--- src/rtl/bin2bcd_seq.sv ---
// bin2bcd_seq: iterative shift-and-add-3 binary-to-BCD converter, one input bit per clock
//   clk      : rising-edge clock
//   rst_n    : asynchronous active-low reset
//   start    : conversion request, sampled only while idle
//   bin      : binary operand, captured when start is accepted
//   busy     : conversion in progress
//   done     : one-cycle pulse, bcd/overflow updated on this cycle's edge
//   bcd      : DIGITS packed BCD digits, digit 0 in bits [3:0]
//   overflow : last operand exceeded 10^DIGITS-1, bcd then holds the value modulo 10^DIGITS
module bin2bcd_seq #(
   parameter int WIDTH  = 8,
   parameter int DIGITS = 3
) (
   input  logic                  clk,
   input  logic                  rst_n,
   input  logic                  start,
   input  logic [WIDTH-1:0]      bin,
   output logic                  busy,
   output logic                  done,
   output logic [4*DIGITS-1:0]   bcd,
   output logic                  overflow
);
   localparam int CW = $clog2(WIDTH + 1);
   localparam int SW = 4 * DIGITS;
   typedef enum logic {IDLE, CONV} state_t;
   state_t state, state_nx;
   logic [WIDTH-1:0] sr, sr_nx;
   logic [SW-1:0] scr, adj, scr_nx;
   logic [CW-1:0] cnt;
   logic ovf, out_bit, last;
   assign last = cnt == CW'(1);
   always_comb begin
      adj = scr;
      for (int k = 0; k < DIGITS; k++)
         adj[4*k +: 4] = scr[4*k +: 4] >= 4'd5 ? scr[4*k +: 4] + 4'd3 : scr[4*k +: 4];
   end
   // the bit leaving the top digit is a carry of 10^DIGITS, i.e. overflow
   assign {out_bit, scr_nx, sr_nx} = {adj, sr, 1'b0};
   always_ff @(posedge clk or negedge rst_n)
      if (!rst_n) state <= IDLE;
      else state <= state_nx;
   always_comb
      state_nx = state == IDLE ? (start ? CONV : IDLE) : (last ? IDLE : CONV);
   always_comb busy = state == CONV;
   always_ff @(posedge clk or negedge rst_n)
      if (!rst_n) begin
         sr       <= '0;
         scr      <= '0;
         cnt      <= '0;
         ovf      <= 1'b0;
         done     <= 1'b0;
         bcd      <= '0;
         overflow <= 1'b0;
      end else begin
         done <= state == CONV && last;
         if (state == IDLE && start) begin
            sr  <= bin;
            scr <= '0;
            ovf <= 1'b0;
            cnt <= CW'(WIDTH);
         end else if (state == CONV) begin
            sr  <= sr_nx;
            scr <= scr_nx;
            ovf <= ovf | out_bit;
            cnt <= cnt - CW'(1);
            if (last) begin
               bcd      <= scr_nx;
               overflow <= ovf | out_bit;
            end
         end
      end
endmodule

--- config.mk ---
export PLATFORM = sky130hd
export DESIGN_NAME = bin2bcd_seq
export DESIGN_NICKNAME = d
export VERILOG_FILES = /design/src/rtl/bin2bcd_seq.sv
export SDC_FILE = /design/constraint.sdc
export NUM_CORES = 1
export LEC_CHECK = 0
export ABC_AREA = 1
export BUFFER_PORTS_ARGS = -buffer_cell sky130_fd_sc_hd__buf_2
export CELL_PAD_IN_SITES_DETAIL_PLACEMENT = 1
export CELL_PAD_IN_SITES_GLOBAL_PLACEMENT = 1
export CORE_UTILIZATION = 45
export DETAILED_ROUTE_END_ITERATION = 6
export PLACE_DENSITY_LB_ADDON = 0.05
export SETUP_SLACK_MARGIN = 0.5
export SLEW_MARGIN = 15
export SYNTH_ARGS = -nofsm -noshare
export SYNTH_HDL_FRONTEND = slang
export SYNTH_SLANG_ARGS = --single-unit
--- constraint.sdc ---
create_clock -name clk -period 2.3 [get_ports clk]
set_input_delay 0.23 -clock clk [delete_from_list [all_inputs] [get_ports clk]]
set_output_delay 0.23 -clock clk [all_outputs]
set_load 0.005 [all_outputs]
==> run metrics, run 1 <==
GRT overflow=0; Final Hold Fails=0; Initial DRC Count=a little under 70; Worst EP required=~2.5 ns; Num CTS Buffers=5; worst hold path class=primary input to asynchronous set/reset pin; fin worst setup slack=0.643 ns; number of fill cells=approximately 500; setup TNS=0 ns; Placed Area=about 2100 sq um; CP Max Fanout=5; RSZ-0062 raised after global routing=false; post-synthesis register bit count=40; Final Power=3.16 mW; worst slack at placement=between 0.6 and 0.7 ns; root buf cell=clkbuf_8; FP Rows=23; Sink Count=40; Synth Cell Area=1900 sq um; cell with the most instances after synthesis=nand2_1; antenna-violating nets left=0; syn_nets=around 240; P_int=roughly 1.8 mW; maximum clock insertion buffer count=2; CTS tree=built; FF-to-FF End=scr[6]; fraction of layout instances using a drive strength above 1=16.3%; power share of the sequential group=roughly 40%; DRC Markers=0; Seq/Total Area, Yosys=52.8%; Ant. Diodes=0; skew final=a little under 0.01 ns; Post-synth EDFFs=0; fin. max-slew vios=0; Period minus WS final=about 1.7 ns; Gate power share=roughly 45%; mean area per synthesized cell=approximately 8.5 sq um; Worst setup SP type=register; Final Setup Violations=0; Ports=26; Synth area leader=dfrtp_1; gp weighted congestion=~0.8; area grow syn2layout=13.3%; worst setup path class=register to register; kind of end point of the critical path=register; Via density=between 5 and 6; Final nets=270; PortBufs=25; Max VDD drop=around 0.00046 V; Area contributors post-synth=dfrtp_1 (53%), nand2_1 (15%), nand3_1 (6.1%); DR WL/cell=15.6 um; worst reg-to-reg path cell count=8; vias in the first global route=~1,700; WHS=about 0.043 ns; Die W=around 67 um; drt pass-1 iters=4; non-filler instance count after layout=302; Routed WL=approximately 4700 um; Cells after Synth=approximately 220; Clock transition at path regs=0.08 ns; Initial Util=a little under half; crit path DAT=approximately 1.9 ns; pwr/cell area=roughly 1500 nW/um^2; Synth Flop Type=dfrtp_1; Placed Cells=about 290; Synth top area share=a little over half; Leak=1.14 nW; Net Sw Frac=44.0%; Tot GR Track Use=24.7%; HPWL after DPL=around 3200 um; Post-Route Utilization=a little over half; DIE HEIGHT=about 67 um; first-pass GRT wire length=7820 um; pin count of the biggest net entering global routing=41; number of H-tree levels=2; Clock Power Share=15.4%; DR vias=approximately 1,600; slew margin rel.=between 40 and 50%; die area=about 4500 sq um; max_cap viols=0; ys async rst share=100%; Slew @ Worst Pin=~0.88 ns; worst r2r src=scr[4]; latest clock arrival within the worst-skew pair=around 0.3 ns; CTS Hold Buffers Added=0; top post-synthesis cells by count=nand2_1 (78), dfrtp_1 (40), inv_1 (23), nand3_1 (23), o21ai_0 (17); design area=around 2100 sq um; Distinct cells, synth=21; R2R setup slack=between 0.6 and 0.7 ns; status=finished, final reports clean; Fmax achieved=slightly above 600 MHz; period utilisation layout=between 70% and 80%; placeable core area=between 4000 and 5000 sq um; initial antenna violation count=0; P_sw=around 1.4 mW; CP Launch Point=scr[4]; yosys warns=0
worst max-delay path by stage:
stage / to
6_report: scr[6]
5_1_grt: scr[5]
3_3_place_gp: sr[6]
3_5_place_dp: scr[6]
4_1_cts: scr[6]
2_1_floorplan: scr[4]
cell usage in the layout, fill, tap and decap left out, drive strengths merged:
| cell type | instances |
|---|---|
| a21oi | 5 |
| a22oi | 1 |
| a31oi | 1 |
| buf | 27 |
| clkbuf | 6 |
| clkinv | 2 |
| dfrtp | 40 |
| ha | 8 |
| inv | 26 |
| nand2 | 80 |
| nand3 | 23 |
| nor2 | 4 |
| nor3 | 1 |
| o211ai | 5 |
| o21ai | 17 |
| o21bai | 1 |
| o221ai | 1 |
| o22ai | 4 |
power groups by stage:
stage                     clock network (mW)  logic, mW  registers (mW)
after floorplan                            0      0.985            1.22
after global placement                     0       1.31            1.23
after detailed placement                   0       1.41            1.25
after CTS                              0.505       1.44            1.25
after global routing                   0.536       1.65            1.29
final                                  0.485       1.42            1.25
flip-flops by register name (all words and copies together) (netlist names):
name      cells
overflow      1
cnt           4
ovf           1
bcd          12
scr          12
sr            8
busy          1
done          1
metal layers:
layer / up-vias / global-route usage, % / routed length [um]
li1: 777 / - / -
met1: 774 / 26.7 / 1990
met2: 32 / 42.9 / 2460
met3: 11 / 6.16 / 146
met4: 0 / 14.9 / 109
met5: - / 0 / 0
kinds of logic after synthesis:
kind of cell / count (synthesis) / synth area share (%)
fa+ha+maj: 8 / 5.28
flops: 40 / 52.8
simple gates: 108 / 23.8
buf+inv: 32 / 7.39
compound gates: 35 / 10.7
worst max-delay path, stage by stage, from the launching register on:
cell and delay (ns):
dfrtp_1 0.43, inv_1 0.14, ha_1 0.18, inv_1 0.06, o21ai_0 0.32, nand2_1 0.20
nand2_1 0.12, nand3_1 0.08, nand2_1 0.07
final cells by class:
| class | instances | area, sq um | area share, % |
|---|---|---|---|
| Clock buffer | 6 | 82.6 | 3.84 |
| Clock inverter | 2 | 10.0 | 0.466 |
| Inverter | 26 | 97.6 | 4.54 |
| Multi-Input combinational cell | 151 | 754 | 35.1 |
| Sequential cell | 40 | 1000 | 46.6 |
| Tap cell | 50 | 62.6 | 2.91 |
| Timing Repair Buffer | 27 | 140 | 6.52 |
what timing repair did:
| action | 4_1_cts | 5_1_grt |
|---|---|---|
| buffers inserted | 0 | 0 |
| gates resized for setup | 0 | 1 |
| setup endpoints to repair | 0 | 1 |
(Power assumes the default switching activity.)
==> inputs of run 2 (changes only) <==
Settings changed: CORE_UTILIZATION 45 to 38.
Clock period 2.3 ns to 1.37 ns, I/O delays scaled along.
==> run metrics, run 2 (same netlist as run 1, synthesis figures left out) <==
worst setup path class=register to register; drt pass-1 iters=4 (unchanged); Ports=26 (unchanged); Largest regs=bcd x12, scr x12, sr x8; most common cell after layout, fill and taps aside=nand2_1; Hold Path Origin=bin[0]; GRT overflow=0 (unchanged); fraction of layout instances using a drive strength above 1=54.3% (+38 points); hold path cells=3; placeable core area=4750 sq um (+18%); Crit path depth=6 (-2); skew final=0.0167 ns (+0.00696 ns); Slew @ Worst Pin=0.303 ns (-0.577 ns); CP Launch Point=cnt[1]; RSZ-0062 raised after global routing=true; P_int=4.42 mW (+150%); worst hold path class=primary input to register; worst reg-to-reg path cell count=6 (-2); pin count of the biggest net entering global routing=41 (unchanged); Tot GR Track Use=24.5% (-0.26 points); Clock transition at path regs=0.09 ns (about the same); Initial DRC Count=116 (+68%); design area=3050 sq um (+42%); Max VDD drop=0.00105 V (+130%); failing checks=setup timing; Final Hold Fails=0 (unchanged); Fmax achieved=723 MHz (+20%); DR vias=1,874 (+18%); Post-Route Utilization=64.2% (+11 points); Worst path max stage delay=0.39 ns (-0.04 ns); Placed Area=2210 sq um (+7.6%); max_cap viols=0 (unchanged); status=finished with violations; fin worst setup slack=-0.0134 ns (-0.657 ns); fin. max-slew vios=0 (unchanged); Slowest-stage cell, CP=dfrtp_1; Net Sw Frac=44.8% (+0.76 points); Final Setup Violations=1 (+1); area grow syn2layout=61.0%; Via density=5.08 (-3.8%); CP Buf/Inv Count=2 (unchanged); vias in the first global route=1,927 (+11%); pwr/cell area=2620 nW/um^2 (+78%); Num CTS Buffers=5 (unchanged); kind of end point of the critical path=register; latest clock arrival within the worst-skew pair=0.30 ns (about the same); Leak=1.53 nW (+35%); Worst setup SP type=register; slew margin rel.=79.8% (+38 points); first-pass GRT wire length=9630 um (+23%); HPWL after DPL=3150 um (-1.6%); power share of the sequential group=27.5% (-12 points); WHS=0.0571 ns (+0.0142 ns); maximum clock insertion buffer count=2 (unchanged); setup TNS=-0.0134 ns (-0.0134 ns); Worst EP required=1.57 ns (-0.97 ns); CP Cell Sequence=inv_2, ha_4, nand2_4, nor3_4, inv_4, o21ai_0; root buf cell=clkbuf_8; Final nets=320 (+19%); Period minus WS final=1.38 ns (-0.273 ns); CP Max Fanout=16 (+11); crit path DAT=1.59 ns (-0.31 ns); most used cells in the layout excluding fill and tap cells=nand2_1 (55), dfrtp_1 (39), buf_4 (34), buf_2 (25), nand2_2 (17); initial antenna violation count=0 (unchanged); Clock Power Share=10.8% (-4.6 points); period utilisation layout=101% (+29 points); DIE HEIGHT=72.6 um (+8.6%); gp weighted congestion=0.829 (+1.3%); CP delay by family, top=flip-flops; worst r2r src=cnt[1]; die area=5280 sq um (+18%); CTS tree=built; Sink Count=40 (unchanged); DR WL/cell=18.0 um (+15%); DRC Markers=0 (unchanged); Gate power share=61.6% (+16 points); number of H-tree levels=2 (unchanged); antenna-violating nets left=0 (unchanged); Routed WL=6620 um (+41%); Initial Util=39.9% (-7.2 points); PortBufs=25 (unchanged); FP Rows=25 (+8.7%); P_sw=3.58 mW (+160%); worst slack at placement=0.0472 ns (-0.643 ns); Die W=72.6 um (+8.6%); Ant. Diodes=0 (unchanged)
==> run 2: changes by cell type in the layout (fill, tap and decap cells not counted), moves of 8 or more <==
cell,before,now
buf_4,2,34
buf_6,0,8
ha_1,8,0
inv_1,23,11
nand2_1,78,55
nand2_2,2,17
nand3_1,23,7
nand3_2,0,16
o21ai_0,16,5
==> run 2: metal layers <==
| layer | part of all wire, % | track usage [%] | wire (um) |
|---|---|---|---|
| met5 | 0 | 0 | 0 |
| met4 | 0.60 | 6.32 | 40 |
| met3 | 2.9 | 3.73 | 193 |
| met2 | 53 | 43.7 | 3490 |
| met1 | 44 | 30.8 | 2900 |
==> run 2: path summary, 6_finish.rpt <==
kind / to / slack, ns
setup / recovery: bcd[0] / -0.01
hold / removal: sr[0] / 0.06
setup reg to reg: bcd[0] / -0.01
hold reg to reg: bcd[6] / 0.48
max in group asynchronous: sr[4] / 0.81
min in group asynchronous: scr[10] / 0.32
==> run 2: power by group through the flow <==
stage | sequential (mW) | combinational (mW) | clock [mW]
2_1_floorplan | 2.08 | 1.89 | 0
3_3_place_gp | 2.14 | 2.58 | 0
3_5_place_dp | 2.16 | 2.64 | 0
4_1_cts | 2.12 | 3.86 | 0.865
5_1_grt | 2.25 | 5.33 | 0.937
6_report | 2.20 | 4.93 | 0.866
==> run 2: area by class of cell <==
cell class / count / area [sq um]
Clock buffer: 6 / 82.6
Clock inverter: 2 / 10.0
Fill cell: 543 / 1700
Inverter: 26 / 138
Multi-Input combinational cell: 151 / 1110
Sequential cell: 40 / 1000
Tap cell: 67 / 83.8
Timing Repair Buffer: 75 / 608
Timing Repair inverter: 2 / 17.5
==> run 2: timing repair <==
| item | in CTS | in global routing |
|---|---|---|
| gates resized for setup | 58 | 48 |
| endpoints found under the setup margin | 55 | 55 |
| gates cloned | 3 | 0 |
| hold buffers | 1 | 0 |
| pin swaps | 21 | 18 |
| endpoints found under the hold margin | 40 | 0 |
| setup buffers | 23 | 17 |
==> run 2: metrics by stage <==
stage                     power, mW  instances
final                          7.99        369
after global routing           8.52        369
after CTS                      6.84        352
after detailed placement       4.80        317
after global placement         4.73        317
after floorplan                3.98        223
==> run 2: worst min-delay path, delay by kind of cell <==
kind / cells / cell delay (ns)
AO/OA/AOI/OAI: 1 / 0.06
buffers and inverters: 1 / 0.08
AND/OR/NAND/NOR: 1 / 0.04
==> inputs of run 3 (changes only) <==
Settings changed: ABC_AREA 1 to default, CORE_UTILIZATION 38 to 39.
==> run metrics, run 3 <==
Largest regs=bcd x12, scr x12, sr x8; Area contributors post-synth=dfrtp_1 (54%), nand2_1 (6.7%), o21ai_0 (5.7%); most common cell after layout, fill and taps aside=dfrtp_1; P_int=4.68 mW (+5.9%); Synth top area share=54.0% (+1.2 points); Cells after Synth=182 (-18%); PortBufs=25 (unchanged); design area=2960 sq um (-3.2%); latest clock arrival within the worst-skew pair=0.29 ns (about the same); pin count of the biggest net entering global routing=41 (unchanged); Worst setup SP type=register; fin worst setup slack=-0.239 ns (-0.225 ns); fraction of layout instances using a drive strength above 1=58.5% (+4.2 points); syn_nets=201 (-17%); worst setup path class=register to register; Leak=1.39 nW (-9.2%); CP Launch Point=cnt[1]; GRT overflow=0 (unchanged); CP Max Fanout=5 (-11); Die W=71.0 um (-2.3%); Tot GR Track Use=21.1% (-3.3 points); Synth Flop Type=dfrtp_1; mean area per synthesized cell=10.2 sq um (+20%); Slew @ Worst Pin=0.386 ns (+0.0825 ns); P_sw=2.99 mW (-16%); kind of end point of the critical path=register; Synth area leader=dfrtp_1; Routed WL=5390 um (-19%); Final Setup Violations=18 (+17); CP Cell Sequence=inv_2, ha_4, or4b_4, clkinv_8, mux2_4; fin. max-slew vios=0 (unchanged); most used cells in the layout excluding fill and tap cells=dfrtp_1 (38), buf_4 (37), nand2_1 (24), buf_2 (24), o21ai_1 (15); Hold Path Origin=bin[0]; DR WL/cell=17.4 um (-3.2%); placeable core area=4470 sq um (-5.9%); Ant. Diodes=0 (unchanged); Worst EP required=1.54 ns (-0.03 ns); Period minus WS final=1.61 ns (+0.225 ns); DR vias=1,601 (-15%); Distinct cells, synth=29 (+38%); setup TNS=-2.57 ns (-2.55 ns); cell with the most instances after synthesis=dfrtp_1; Final nets=276 (-14%); die area=5030 sq um (-4.6%); gp weighted congestion=0.723 (-13%); first-pass GRT wire length=8150 um (-15%); crit path DAT=1.78 ns (+0.19 ns); Num CTS Buffers=5 (unchanged); post-synthesis register bit count=40 (unchanged); drt pass-1 iters=6 (+2); area grow syn2layout=59.4%; antenna-violating nets left=0 (unchanged); number of H-tree levels=2 (unchanged); maximum clock insertion buffer count=2 (unchanged); DRC Markers=2 (+2); Ports=26 (unchanged); Sink Count=40 (unchanged); CP delay by family, top=simple AND/OR/NAND/NOR gates; Fmax achieved=622 MHz (-14%); power share of the sequential group=28.6% (+1.1 points); root buf cell=clkbuf_8; max_cap viols=0 (unchanged); Initial DRC Count=74 (-36%); FP Rows=24 (-4.0%); Slowest-stage cell, CP=or4b_4; Synth Cell Area=1850 sq um (-2.2%); skew final=0.00547 ns (-0.0112 ns); worst r2r src=cnt[1]; CP Buf/Inv Count=2 (unchanged); Max VDD drop=0.00117 V (+11%); Placed Area=2320 sq um (+4.8%); Via density=5.16 (+1.7%); period utilisation layout=117% (+16 points); status=finished with violations; failing checks=DRC, setup timing; slew margin rel.=74.1% (-5.7 points); top post-synthesis cells by count=dfrtp_1 (40), nand2_1 (33), o21ai_0 (21), inv_1 (10); Final Hold Fails=0 (unchanged); Initial Util=41.4% (+1.6 points); HPWL after DPL=3030 um (-3.9%); Seq/Total Area, Yosys=54.0% (+1.2 points); RSZ-0062 raised after global routing=true; Post-synth EDFFs=0 (unchanged); worst hold path class=primary input to register; vias in the first global route=1,704 (-12%); pwr/cell area=2590 nW/um^2 (-0.96%); yosys warns=0 (unchanged); CTS tree=built; Net Sw Frac=39.0% (-5.8 points); Gate power share=59.0% (-2.6 points); initial antenna violation count=0 (unchanged); Clock Power Share=12.3% (+1.5 points); Worst path max stage delay=0.51 ns (+0.12 ns); DIE HEIGHT=71.0 um (-2.3%); ys async rst share=100% (unchanged); Clock transition at path regs=0.08 ns (about the same)
run 3: final timing paths:
| kind | slack (ns) | endpoint | cells after the start |
|---|---|---|---|
| max reg2reg | -0.24 | bcd[2] | 5 |
| min in group asynchronous | 0.39 | scr[3] | 3 |
| min reg2reg | 0.51 | bcd[0] | 2 |
| max in group asynchronous | 0.69 | busy | 3 |
| min | 0.12 | sr[0] | 3 |
| max | -0.24 | bcd[2] | 5 |
run 3: timing repair:
action                     CTS  global route
hold endpoints to repair    40             0
setup endpoints to repair   55            95
buffers inserted            12            12
pin swaps                   16            19
gates cloned                 0             1
hold buffers                 1             0
gates resized for setup     46            46
run 3: cell families (layout without fill, tap and decap cells):
logic type	count (synthesis)	in the layout	synth area share (%)
buffers and inverters	20	96	5.40
multiplexers	13	13	7.29
AND/OR/NAND/NOR	50	50	11.9
XOR/XNOR	5	5	2.36
AO/OA/AOI/OAI	46	46	13.6
flip-flops	40	40	54.0
adder cells (fa/ha/maj)	8	8	5.40
run 3: tightest hold or removal path, cell delays in order:
cell,delay (ns)
buf_2,0.07
mux2i_1,0.06
nor2_1,0.09
run 3: per-stage QoR:
stage	cells	power, mW	hold slack, ns	setup WS, ns	utilization, %
after floorplan	182	4.01	-0.159	-0.263	-
after global placement	276	4.88	0.226	-0.162	51.8
after detailed placement	276	5.09	0.233	-0.211	51.8
after CTS	297	6.93	0.109	-0.211	60.2
after global routing	310	8.14	0.133	-0.274	66.1
final	310	7.67	0.117	-0.239	66.1
run 3: power groups by stage:
stage	logic (mW)	registers (mW)	clock network (mW)
after floorplan	1.93	2.08	0
after global placement	2.80	2.09	0
after detailed placement	2.97	2.12	0
after CTS	3.84	2.11	0.979
after global routing	4.87	2.26	1.01
final	4.53	2.20	0.943
run 3: area by class of cell:
class	instances	area, sq um
tap	52	65.1
fill	465	1520
clock inverter	2	35.0
multi-input combinational	122	1140
clock buffer	6	72.6
inverter	12	62.6
timing repair buffer	76	574
sequential	40	1000
run 3: per-layer routing:
metal | wire length [um] | global-route usage (%) | up-vias | share of wire [%]
met5 | 0 | 0 | - | 0
met4 | 79 | 8.00 | 0 | 1.5
met3 | 111 | 4.27 | 5 | 2.1
met2 | 2970 | 36.4 | 19 | 55
met1 | 2230 | 26.3 | 811 | 41
li1 | - | - | 766 | -
